## config.mk

```make
export PLATFORM = sky130hd
export DESIGN_NAME = cr_gen_fifo_disp_flat
export DESIGN_NICKNAME = d
export VERILOG_FILES = /design/src/rtl/cr_gen_fifo_disp_if.sv /design/src/rtl/cr_gen_fifo_disp.sv /design/src/flat_wrapper.sv
export SDC_FILE = /design/constraint.sdc
export NUM_CORES = 1
export LEC_CHECK = 0
export BUFFER_PORTS_ARGS = -buffer_cell sky130_fd_sc_hd__buf_2
export CORE_MARGIN = 3
export CORE_UTILIZATION = 55
export DETAILED_ROUTE_END_ITERATION = 10
export PLACE_DENSITY_LB_ADDON = 0.15
export SLEW_MARGIN = 5
export SYNTH_ARGS = -nofsm -noshare
export SYNTH_HDL_FRONTEND = slang
export SYNTH_SLANG_ARGS = --single-unit
```

## constraint.sdc

```tcl
create_clock -name CLK -period 7.1 [get_ports CLK]
set_clock_uncertainty 0.1 [all_clocks]
set_input_delay 1.42 -clock CLK [delete_from_list [all_inputs] [get_ports CLK]]
set_output_delay 1.42 -clock CLK [all_outputs]
set_load 0.01 [all_outputs]
```

## src/rtl/cr_gen_fifo_disp_if.sv

```systemverilog
// Bus bundle for cr_gen_fifo_disp: generator/reader enables in,
// FIFO status, last popped word and 7-seg drive out.
interface cr_gen_fifo_disp_if #(
    parameter int DW     = 8,
    parameter int DEPTH  = 8,
    parameter int DIGITS = 4
);
    logic                     ENgen;
    logic                     ENraf;
    logic [$clog2(DEPTH):0]   usedw;
    logic                     full;
    logic                     empty;
    logic [DW-1:0]            rd_data;
    logic [6:0]               ss;
    logic [DIGITS:1]          dig;
    logic                     ovf;

    modport master (
        output ENgen, ENraf,
        input  usedw, full, empty, rd_data, ss, dig, ovf
    );

    modport slave (
        input  ENgen, ENraf,
        output usedw, full, empty, rd_data, ss, dig, ovf
    );
endinterface

```

## src/rtl/cr_gen_fifo_disp.sv

```systemverilog
// Counter generator -> FIFO -> tick-paced reader -> muxed hex 7-seg display.
// Optional sticky overflow flag built only when CR_OVF_LATCH_EN is defined.
module cr_gen_fifo_disp #(
    parameter int DW       = 8,
    parameter int DEPTH    = 8,
    parameter int TICK_DIV = 8_000_000,
    parameter int SCAN_DIV = 50_000,
    parameter int DIGITS   = 4
) (
    input logic              CLK,
    input logic              RST,
    cr_gen_fifo_disp_if.slave bus
);
    localparam int AW = $clog2(DEPTH);
    localparam int TW = (TICK_DIV > 1) ? $clog2(TICK_DIV) : 1;
    localparam int SW = (SCAN_DIV > 1) ? $clog2(SCAN_DIV) : 1;
    localparam int IW = (DIGITS > 1) ? $clog2(DIGITS) : 1;
    localparam int NW = DIGITS * 4;

    generate
        if (DIGITS * 4 < DW) begin : g_bad_dw
            $error("cr_gen_fifo_disp: DIGITS*4 must be >= DW");
        end
        if (DEPTH < 2 || (DEPTH & (DEPTH - 1)) != 0) begin : g_bad_depth
            $error("cr_gen_fifo_disp: DEPTH must be a power of 2, >= 2");
        end
        if (TICK_DIV < 2 || SCAN_DIV < 1) begin : g_bad_div
            $error("cr_gen_fifo_disp: TICK_DIV >= 2, SCAN_DIV >= 1");
        end
        if (DIGITS < 1 || DIGITS > 8) begin : g_bad_digits
            $error("cr_gen_fifo_disp: DIGITS must be 1..8");
        end
    endgenerate

    logic [TW-1:0]   tick_cnt_q, tick_cnt_d;
    logic [SW-1:0]   scan_cnt_q, scan_cnt_d;
    logic [IW-1:0]   idx_q, idx_d;
    logic [AW-1:0]   wr_ptr_q, wr_ptr_d;
    logic [AW-1:0]   rd_ptr_q, rd_ptr_d;
    logic [AW:0]     usedw_q, usedw_d;
    logic [DW-1:0]   gen_val_q, gen_val_d;
    logic [DW-1:0]   rd_data_q, rd_data_d;
    logic [DW-1:0]   mem_q [DEPTH];
    logic [DW-1:0]   mem_d [DEPTH];
    logic [6:0]      ss_q, ss_d;
    logic [DIGITS:1] dig_q, dig_d;

    logic            tick, full, empty;
    logic            rd_acc, wr_acc, scan_wrap;
    logic [NW-1:0]   disp_word;
    logic [3:0]      nib;

    function automatic logic [6:0] hex7(input logic [3:0] v);
        case (v)
            4'h0:    hex7 = 7'b1000000;
            4'h1:    hex7 = 7'b1111001;
            4'h2:    hex7 = 7'b0100100;
            4'h3:    hex7 = 7'b0110000;
            4'h4:    hex7 = 7'b0011001;
            4'h5:    hex7 = 7'b0010010;
            4'h6:    hex7 = 7'b0000010;
            4'h7:    hex7 = 7'b1111000;
            4'h8:    hex7 = 7'b0000000;
            4'h9:    hex7 = 7'b0010000;
            4'hA:    hex7 = 7'b0001000;
            4'hB:    hex7 = 7'b0000011;
            4'hC:    hex7 = 7'b1000110;
            4'hD:    hex7 = 7'b0100001;
            4'hE:    hex7 = 7'b0000110;
            default: hex7 = 7'b0001110;
        endcase
    endfunction

    assign full      = (usedw_q == (AW + 1)'(DEPTH));
    assign empty     = (usedw_q == '0);
    assign tick      = (tick_cnt_q == TW'(TICK_DIV - 1));
    assign scan_wrap = (scan_cnt_q == SW'(SCAN_DIV - 1));
    assign rd_acc    = tick & bus.ENraf & ~empty;
    assign wr_acc    = bus.ENgen & (~full | rd_acc);

    always_comb begin
        tick_cnt_d = tick ? '0 : tick_cnt_q + 1'b1;
        wr_ptr_d   = wr_ptr_q;
        rd_ptr_d   = rd_ptr_q;
        gen_val_d  = gen_val_q;
        usedw_d    = usedw_q;
        rd_data_d  = rd_data_q;
        mem_d      = mem_q;

        if (wr_acc) begin
            mem_d[wr_ptr_q] = gen_val_q;
            wr_ptr_d        = wr_ptr_q + 1'b1;
            gen_val_d       = gen_val_q + 1'b1;
        end
        if (rd_acc) begin
            rd_data_d = mem_q[rd_ptr_q];
            rd_ptr_d  = rd_ptr_q + 1'b1;
        end
        case ({wr_acc, rd_acc})
            2'b10:   usedw_d = usedw_q + 1'b1;
            2'b01:   usedw_d = usedw_q - 1'b1;
            default: usedw_d = usedw_q;
        endcase
    end

    // ss is decoded from next-state rd_data/idx so ss and dig switch together
    always_comb begin
        scan_cnt_d = scan_wrap ? '0 : scan_cnt_q + 1'b1;
        idx_d      = idx_q;
        if (scan_wrap) begin
            idx_d = (idx_q == IW'(DIGITS - 1)) ? '0 : idx_q + 1'b1;
        end
        disp_word           = '0;
        disp_word[DW-1:0]   = rd_data_d;
        nib                 = disp_word[4 * int'(idx_d) +: 4];
        ss_d                = hex7(nib);
        for (int i = 0; i < DIGITS; i++) begin
            dig_d[i + 1] = (idx_d != IW'(i));
        end
    end

    always_ff @(posedge CLK or negedge RST) begin
        if (!RST) begin
            tick_cnt_q <= '0;
            scan_cnt_q <= '0;
            idx_q      <= '0;
            wr_ptr_q   <= '0;
            rd_ptr_q   <= '0;
            usedw_q    <= '0;
            gen_val_q  <= '0;
            rd_data_q  <= '0;
            ss_q       <= 7'b1000000;
            dig_q      <= {{(DIGITS - 1){1'b1}}, 1'b0};
            for (int i = 0; i < DEPTH; i++) begin
                mem_q[i] <= '0;
            end
        end else begin
            tick_cnt_q <= tick_cnt_d;
            scan_cnt_q <= scan_cnt_d;
            idx_q      <= idx_d;
            wr_ptr_q   <= wr_ptr_d;
            rd_ptr_q   <= rd_ptr_d;
            usedw_q    <= usedw_d;
            gen_val_q  <= gen_val_d;
            rd_data_q  <= rd_data_d;
            ss_q       <= ss_d;
            dig_q      <= dig_d;
            for (int i = 0; i < DEPTH; i++) begin
                mem_q[i] <= mem_d[i];
            end
        end
    end

`ifdef CR_OVF_LATCH_EN
    logic ovf_q, ovf_d;

    // a write attempt that finds no free slot latches until reset
    always_comb begin
        ovf_d = ovf_q | (bus.ENgen & full & ~rd_acc);
    end

    always_ff @(posedge CLK or negedge RST) begin
        if (!RST) begin
            ovf_q <= 1'b0;
        end else begin
            ovf_q <= ovf_d;
        end
    end

    assign bus.ovf = ovf_q;
`else
    assign bus.ovf = 1'b0;
`endif

    assign bus.usedw   = usedw_q;
    assign bus.full    = full;
    assign bus.empty   = empty;
    assign bus.rd_data = rd_data_q;
    assign bus.ss      = ss_q;
    assign bus.dig     = dig_q;
endmodule

```

## src/flat_wrapper.sv

```systemverilog
// flat-port wrapper written by rule: the top's interface ports become plain ports
module cr_gen_fifo_disp_flat 
#(
    parameter int DW       = 8,
    parameter int DEPTH    = 8,
    parameter int TICK_DIV = 8_000_000,
    parameter int SCAN_DIV = 50_000,
    parameter int DIGITS   = 4
)
  (CLK, RST, bus_ENgen, bus_ENraf, bus_usedw, bus_full, bus_empty, bus_rd_data, bus_ss, bus_dig, bus_ovf);
  cr_gen_fifo_disp_if #(.DW(DW), .DEPTH(DEPTH), .DIGITS(DIGITS)) bus_i ();
  input logic CLK;
  input logic RST;
  input wire logic [$bits(bus_i.ENgen)-1:0] bus_ENgen;
  input wire logic [$bits(bus_i.ENraf)-1:0] bus_ENraf;
  output wire logic [$bits(bus_i.usedw)-1:0] bus_usedw;
  output wire logic [$bits(bus_i.full)-1:0] bus_full;
  output wire logic [$bits(bus_i.empty)-1:0] bus_empty;
  output wire logic [$bits(bus_i.rd_data)-1:0] bus_rd_data;
  output wire logic [$bits(bus_i.ss)-1:0] bus_ss;
  output wire logic [$bits(bus_i.dig)-1:0] bus_dig;
  output wire logic [$bits(bus_i.ovf)-1:0] bus_ovf;
  assign bus_i.ENgen = bus_ENgen;
  assign bus_i.ENraf = bus_ENraf;
  assign bus_usedw = bus_i.usedw;
  assign bus_full = bus_i.full;
  assign bus_empty = bus_i.empty;
  assign bus_rd_data = bus_i.rd_data;
  assign bus_ss = bus_i.ss;
  assign bus_dig = bus_i.dig;
  assign bus_ovf = bus_i.ovf;
  cr_gen_fifo_disp #(.DW(DW), .DEPTH(DEPTH), .TICK_DIV(TICK_DIV), .SCAN_DIV(SCAN_DIV), .DIGITS(DIGITS)) u_core (.CLK(CLK), .RST(RST), .bus(bus_i));
endmodule
```

Yosys cells after proc, flatten, opt, wreduce, memory -nomap -nowiden

Memory sizes are Yosys's and may differ from the RTL's. A register that Yosys moved wholly into a read port is not among the register bits.
Cells that the tools add are included.

Register bits after elaboration: 135
Memory bits (read-only): 112
Bits of input ports: 4
Output and inout port bits: 26
Word-level logic and storage cells: 64
Memories: 1

Memories:

| name             | words | width | rd ports | clocked after Yosys merged registers in | write ports | RTL line               | text |
|---|---|---|---|---|---|---|---|
| (name not given) | 16    | 7     | 1        | 1                                       | 0           | cr_gen_fifo_disp.sv:54 | `case (v)` |

$add $sub $neg: 8
$lt $le $gt $ge: 3
Eq/ne operators: 9
Shift-type cells: 1
Muxes and demuxes: 12
Bitwise logic cells: 8
Reductions and logical operators: 5

Operators by type and width:

| operator                | number |
|---|---|
| $bwmux W64              | 1 |
| $mux W8                 | 4 |
| $bmux W8 S3             | 1 |
| $demux W8 S3            | 1 |
| $add A23 B1 Y23 const B | 1 |
| $eq A23 B23 Y1 const B  | 1 |
| $mux W23                | 1 |
| $add A16 B1 Y16 const B | 1 |
| $eq A16 B16 Y1 const B  | 1 |
| $mux W16                | 1 |
| $shiftx A16 B5 Y4       | 1 |
| $add A8 B1 Y8 const B   | 1 |
| $ge A4 B4 Y1 const B    | 2 |
| $not A3 Y4              | 2 |
| $pmux W4 S2             | 1 |
| $add A3 B1 Y3 const B   | 2 |
| $add A4 B1 Y4 const B   | 1 |
| $eq A2 B2 Y1 const B    | 2 |
| $eq A4 B4 Y1 const B    | 1 |
| $logic_not A4 Y1        | 1 |
| $lt A4 B1 Y1 const B    | 1 |
| $mux W2                 | 2 |
| $ne A2 B2 Y1 const B    | 2 |
| $reduce_bool A2 Y1      | 2 |
| 9 further kinds         | 12 |

Depth between registers and ports, before layout

Word-level depth: 7
Mapped depth: 13
Mapped depth without buffers: 12

Worst setup path after synthesis

Ideal clock, no wire load.

Path kind: input to register
From: input bus_ENraf
To: register u_core.ss_q[3], in the netlist u_core.bus.ss[3]
Setup time: 0.138 ns
Arrival: 3.443 ns
Data required time: 6.862 ns
Setup slack: 3.418 ns
Cell stages on the path: 8
Buffers on the path: 1
Path through: nand2b_1 nor4_4 buf_6 mux2_2 a22o_1 inv_2 ha_1 mux4_2

Word-level cells in the longest chain between the ends: 4

RTL lines:

| element                       | RTL line                | text |
|---|---|---|
| start: declaration            | flat_wrapper.sv:15      | `input wire logic [$bits(bus_i.ENraf)-1:0] bus_ENraf;` |
| $and A1 B1 Y1 (2 in a row)    | cr_gen_fifo_disp.sv:78  | `assign rd_acc = tick & bus.ENraf & ~empty;` |
| $mux W8                       | cr_gen_fifo_disp.sv:95  | `if (rd_acc) begin` |
| named net u_core.rd_data_d[0] | cr_gen_fifo_disp.sv:42  | `logic [DW-1:0] rd_data_q, rd_data_d;` |
| $shiftx A16 B5 Y4             | cr_gen_fifo_disp.sv:115 | `nib = disp_word[4 * int'(idx_d) +: 4];` |
| end: declaration              | cr_gen_fifo_disp.sv:45  | `logic [6:0] ss_q, ss_d;` |

The timed path passes the listed nets, and every way through them passes these cells.
A chain may end at the register's enable or synchronous reset.

Worst setup path in the final report

From: register u_core.scan_cnt_q[0]
To: register u_core.ss_q[3], in the netlist u_core.bus.ss[3]

Word-level cells in the longest chain between the ends: 3

RTL lines:

| element                  | RTL line                | text |
|---|---|---|
| start: declaration       | cr_gen_fifo_disp.sv:36  | `logic [SW-1:0] scan_cnt_q, scan_cnt_d;` |
| start signal: assignment | cr_gen_fifo_disp.sv:139 | `scan_cnt_q <= scan_cnt_d;` |
| $eq A16 B16 Y1           | cr_gen_fifo_disp.sv:77  | `assign scan_wrap = (scan_cnt_q == SW'(SCAN_DIV - 1));` |
| $mux W2                  | cr_gen_fifo_disp.sv:110 | `if (scan_wrap) begin` |
| $shiftx A16 B5 Y4        | cr_gen_fifo_disp.sv:115 |  |

Every way passes these cells.

==> summary.md <==
| Metric | Value |
|---|---|
| Initial core utilization | 0.577 |
| Total global routing overflow | 0 |
| Setup TNS Final | 0 ps |
| Critical path capture point type | flop |
| CTS-repair resized insts | 0 |
| Internal power component | between 1.5 and 2 mW |
| Dominant cells by area after synthesis | dfrtp_1 (51%), mux2_2 (13%), mux4_1 (5.9%), xnor2_1 (3.3%), xor2_1 (3.3%) |
| Power density of the placed cells | 324 nW/µm² |
| Leading cell type in the layout, fill and taps excluded | dfrtp_1 |
| Post-synthesis instance total | 501 |
| Achievable frequency | 0.262 GHz |
| Crit start category | flop |
| Maximum level of the CTS H-tree | 4 |
| Hold path startpoint | u_core.tick_cnt_q[0] |
| Total Routing Usage GR | 0.193 |
| CP top delay family | compound AO/OA/AOI/OAI gates |
| DIE WIDTH | 117 µm |
| Clk_lat worst skew | 420 ps |
| Multi-input gate area in the final layout | 3000 µm² |
| RSZ-0062 raised after global routing | no |
| Final Max Tran Viols | 0 |
| Final net count | ~540 |
| Crit-path most repeated cell | ha_1 |
| Switching part of the total power | 0.264 |
| Worst Setup Slack, final | between 3000 and 4000 ps |
| Yosys synthesis warning count | 0 |
| Final period demand of the worst path | 3820 ps |
| TritonCTS clock tree | done |
| Static leakage power | 3.58 nW |
| Crit-path cells | ha_1 > and3_1 > and4_1 > nand2b_1 > o31ai_1 > a22o_1 > inv_2 > ha_1 > mux4_2 |
| Count of inserted antenna diode cells | 0 |
| Critical-path cell with the highest stage delay | o31ai_1 |
| Boundary Pins | 30 |
| Commonest cells after routing, fill and taps aside | dfrtp_1 (138), mux2_2 (78), nor2_1 (30) |
| Clock-pin slew on the worst setup and hold paths | 50 ps |
| Worst hold slack after final layout | 361 ps |
| Total of endpoints with negative setup slack in the final report | 0 |
| Cell accounting for the most synthesized area | dfrtp_1 |
| Core outline area | roughly 12000 µm² |
| Clock Tree Root | clkbuf_16 |
| Register-to-register setup slack | 3280 ps |
| Type of the most critical hold path | reg2reg |
| Worst Path Buf+Inv | 1 |
| Net switching component of the power | 641 µW |
| Worst Hold Path Cells | 1 |
| DIE HEIGHT | about 120 µm |
| Global-route wire length before repair | 19700 µm |
| Overall via count from detail_route | 3893 |
| Count of hold buffers inserted by post-cts repair | 0 |
| Detailed router's first-iteration violation count | 266 |
| Setup repair bufs after CTS | 0 |
| Length of the first detailed-routing pass in iterations | 4 |
| Yosys reg bits | 142 |
| Part of the power in registers | 0.466 |
| Dpl ws | 2960 ps |
| Required time at the endpoint of the critical path | 7280 ps |
| Sum of internal, switching and leakage power | approximately 2.4 mW |
| Largest buffer count on any clock path | 2 |
| Period Utilization, post-route | 0.537 |
| Number of placed instances, taps included | between 600 and 700 |
| Prevailing post-synth register cell | dfrtp_1 |
| Placement Cell Area | 6930 µm² |
| Fraction of power consumed by the clock network | 0.358 |
| Outcome | finished clean |
| Vias in the first global route | 3862 |
| IR drop worst, VDD | 0.228 mV |
| Wire per inst | 17.6 µm |
| Slew at the pin with the worst max-slew slack | between 1000 and 1500 ps |
| Max-slew headroom | 0.258 |
| Endpoint of the most critical register-to-register path | u_core.bus.ss[3] |
| Average vias per placed instance | between 5 and 6 |
| Share of final-layout standard cells stronger than drive strength 1 | 0.297 |
| Number of antenna violations at the first check in global routing | 0 |
| Mapped Nets | 519 |
| Clk sink count | 142 |
| Cell area after synthesis | 6730 µm² |
| Final hold violation count | 0 |
| Worst R2R Start | u_core.scan_cnt_q[0] |
| Count of unresolved DRC violations after routing | 0 |
| Hold Path End | u_core.tick_cnt_q[0] |
| Number of fill cells | between 800 and 900 |
| Sequential cell area fraction in the yosys report | 0.529 |
| R2R depth | 9 |
| DP Wirelength | 7760 µm |
| Count of different cell masters after synthesis | 56 |
| Port Buf Inserts | 28 |
| TritonCTS Buffers | 17 |
| Fraction of post-synthesis cell area in the top cell type by area | 0.513 |
| Area delta synth->final | 11.7% |
| Share of async-settable or async-resettable flops after synthesis | 1.00 |
| Avg Inst Size Synth | 13.4 µm² |
| Area taken by flip-flops and latches | roughly 3600 µm² |
| Count of placed standard cells in the final layout, fillers left out | 679 |
| Antenna Violating Nets Remaining | 0 |
| Max Cap Violations | 0 |
| Detailed-route wire length | 11900 µm |
| Final standard cell area without fillers | around 7500 µm² |
| Number of enable-type register cells in the synthesized netlist | 0 |
| Fin util | 0.644 |
| RePlAce Congestion | just under 0.8 |
| Largest net degree at the start of global routing | 77 |
| Critical Path Max Stage Delay | about 900 ps |
| Number of standard-cell rows in the floorplan | 39 |
| Crit Path Category | reg2reg |
| Combinational share of power | 0.176 |
| Die Outline Area | between 10000 and 15000 µm² |
| Arr. time, crit path | approximately 4000 ps |
| CP Max Fanout | 14 |
[sequential cells by signal (all words and copies together) (netlist names)]
register and flops:
u_core.bus.dig 4, u_core.bus.rd_data 8, u_core.bus.ss 7, u_core.bus.usedw 4
u_core.gen_val_q 8, u_core.idx_q 2, u_core.mem_q 64, u_core.rd_ptr_q 3
u_core.scan_cnt_q 16, u_core.tick_cnt_q 23, u_core.wr_ptr_q 3
[power by group through the flow]
stage	logic [mW]	clock network (mW)	registers [mW]
finish	0.428	0.870	1.13
global route	0.472	0.924	1.16
floorplan	0.399	0	1.05
detailed placement	0.434	0	1.15
global placement	0.419	0	1.13
CTS	0.436	0.890	1.13
[cells by family (layout without fill, tap and decap cells)]
| group | after synthesis | count (layout) | synth area share |
|---|---|---|---|
| AO/OA/AOI/OAI | 21 | 21 | 0.0240 |
| XOR/XNOR | 50 | 50 | 0.0651 |
| adder cells (fa/ha/maj) | 14 | 14 | 0.0260 |
| buffers and inverters | 34 | 69 | 0.0257 |
| flip-flops | 142 | 142 | 0.529 |
| multiplexers | 104 | 104 | 0.211 |
| other | 1 | 1 | 0.000558 |
| AND/OR/NAND/NOR | 135 | 135 | 0.118 |
[area by class of cell]
class	count	share of cell area
clock inverters	6	0.0110
inverters	9	0.00450
repair buffers	30	0.0215
multi-input cells	325	0.399
well taps	143	0.0238
clock buffers	24	0.0668
flip-flops and latches	142	0.474
[routing by layer]
layer / part of all wire / up-vias / GRT usage
li1: - / 1845 / -
met1: 0.49 / 1968 / 0.268
met2: 0.46 / 58 / 0.293
met3: 0.031 / 22 / 0.0487
met4: 0.017 / 0 / 0.0803
met5: 0 / - / 0
[how the worst max path moves through the flow]
stage | end | cells past startpoint | from | slack, ps
after global placement | u_core.bus.ss[3] | 8 | bus_ENraf | 3030
final | u_core.bus.ss[3] | 9 | u_core.scan_cnt_q[0] | 3280
after detailed placement | u_core.bus.ss[3] | 8 | bus_ENraf | 2960
after floorplan | u_core.bus.ss[3] | 8 | bus_ENraf | 3420
after CTS | u_core.bus.ss[3] | 9 | u_core.scan_cnt_q[0] | 3290
after global routing | u_core.bus.ss[3] | 9 | u_core.scan_cnt_q[0] | 3030
[cells in the mapped netlist, types with 5 or more instances]
master	number
xnor2_1	25
inv_1	7
a21oi_1	5
nand2_1	28
buf_1	8
and4_1	5
and3_1	9
xor2_1	25
nor2_1	30
dfrtp_1	138
mux4_1	15
ha_1	14
nand4_1	13
mux2i_1	6
mux2_2	78
nand3_1	16
clkbuf_1	10
No activity file was read; power rests on OpenSTA's default activity.
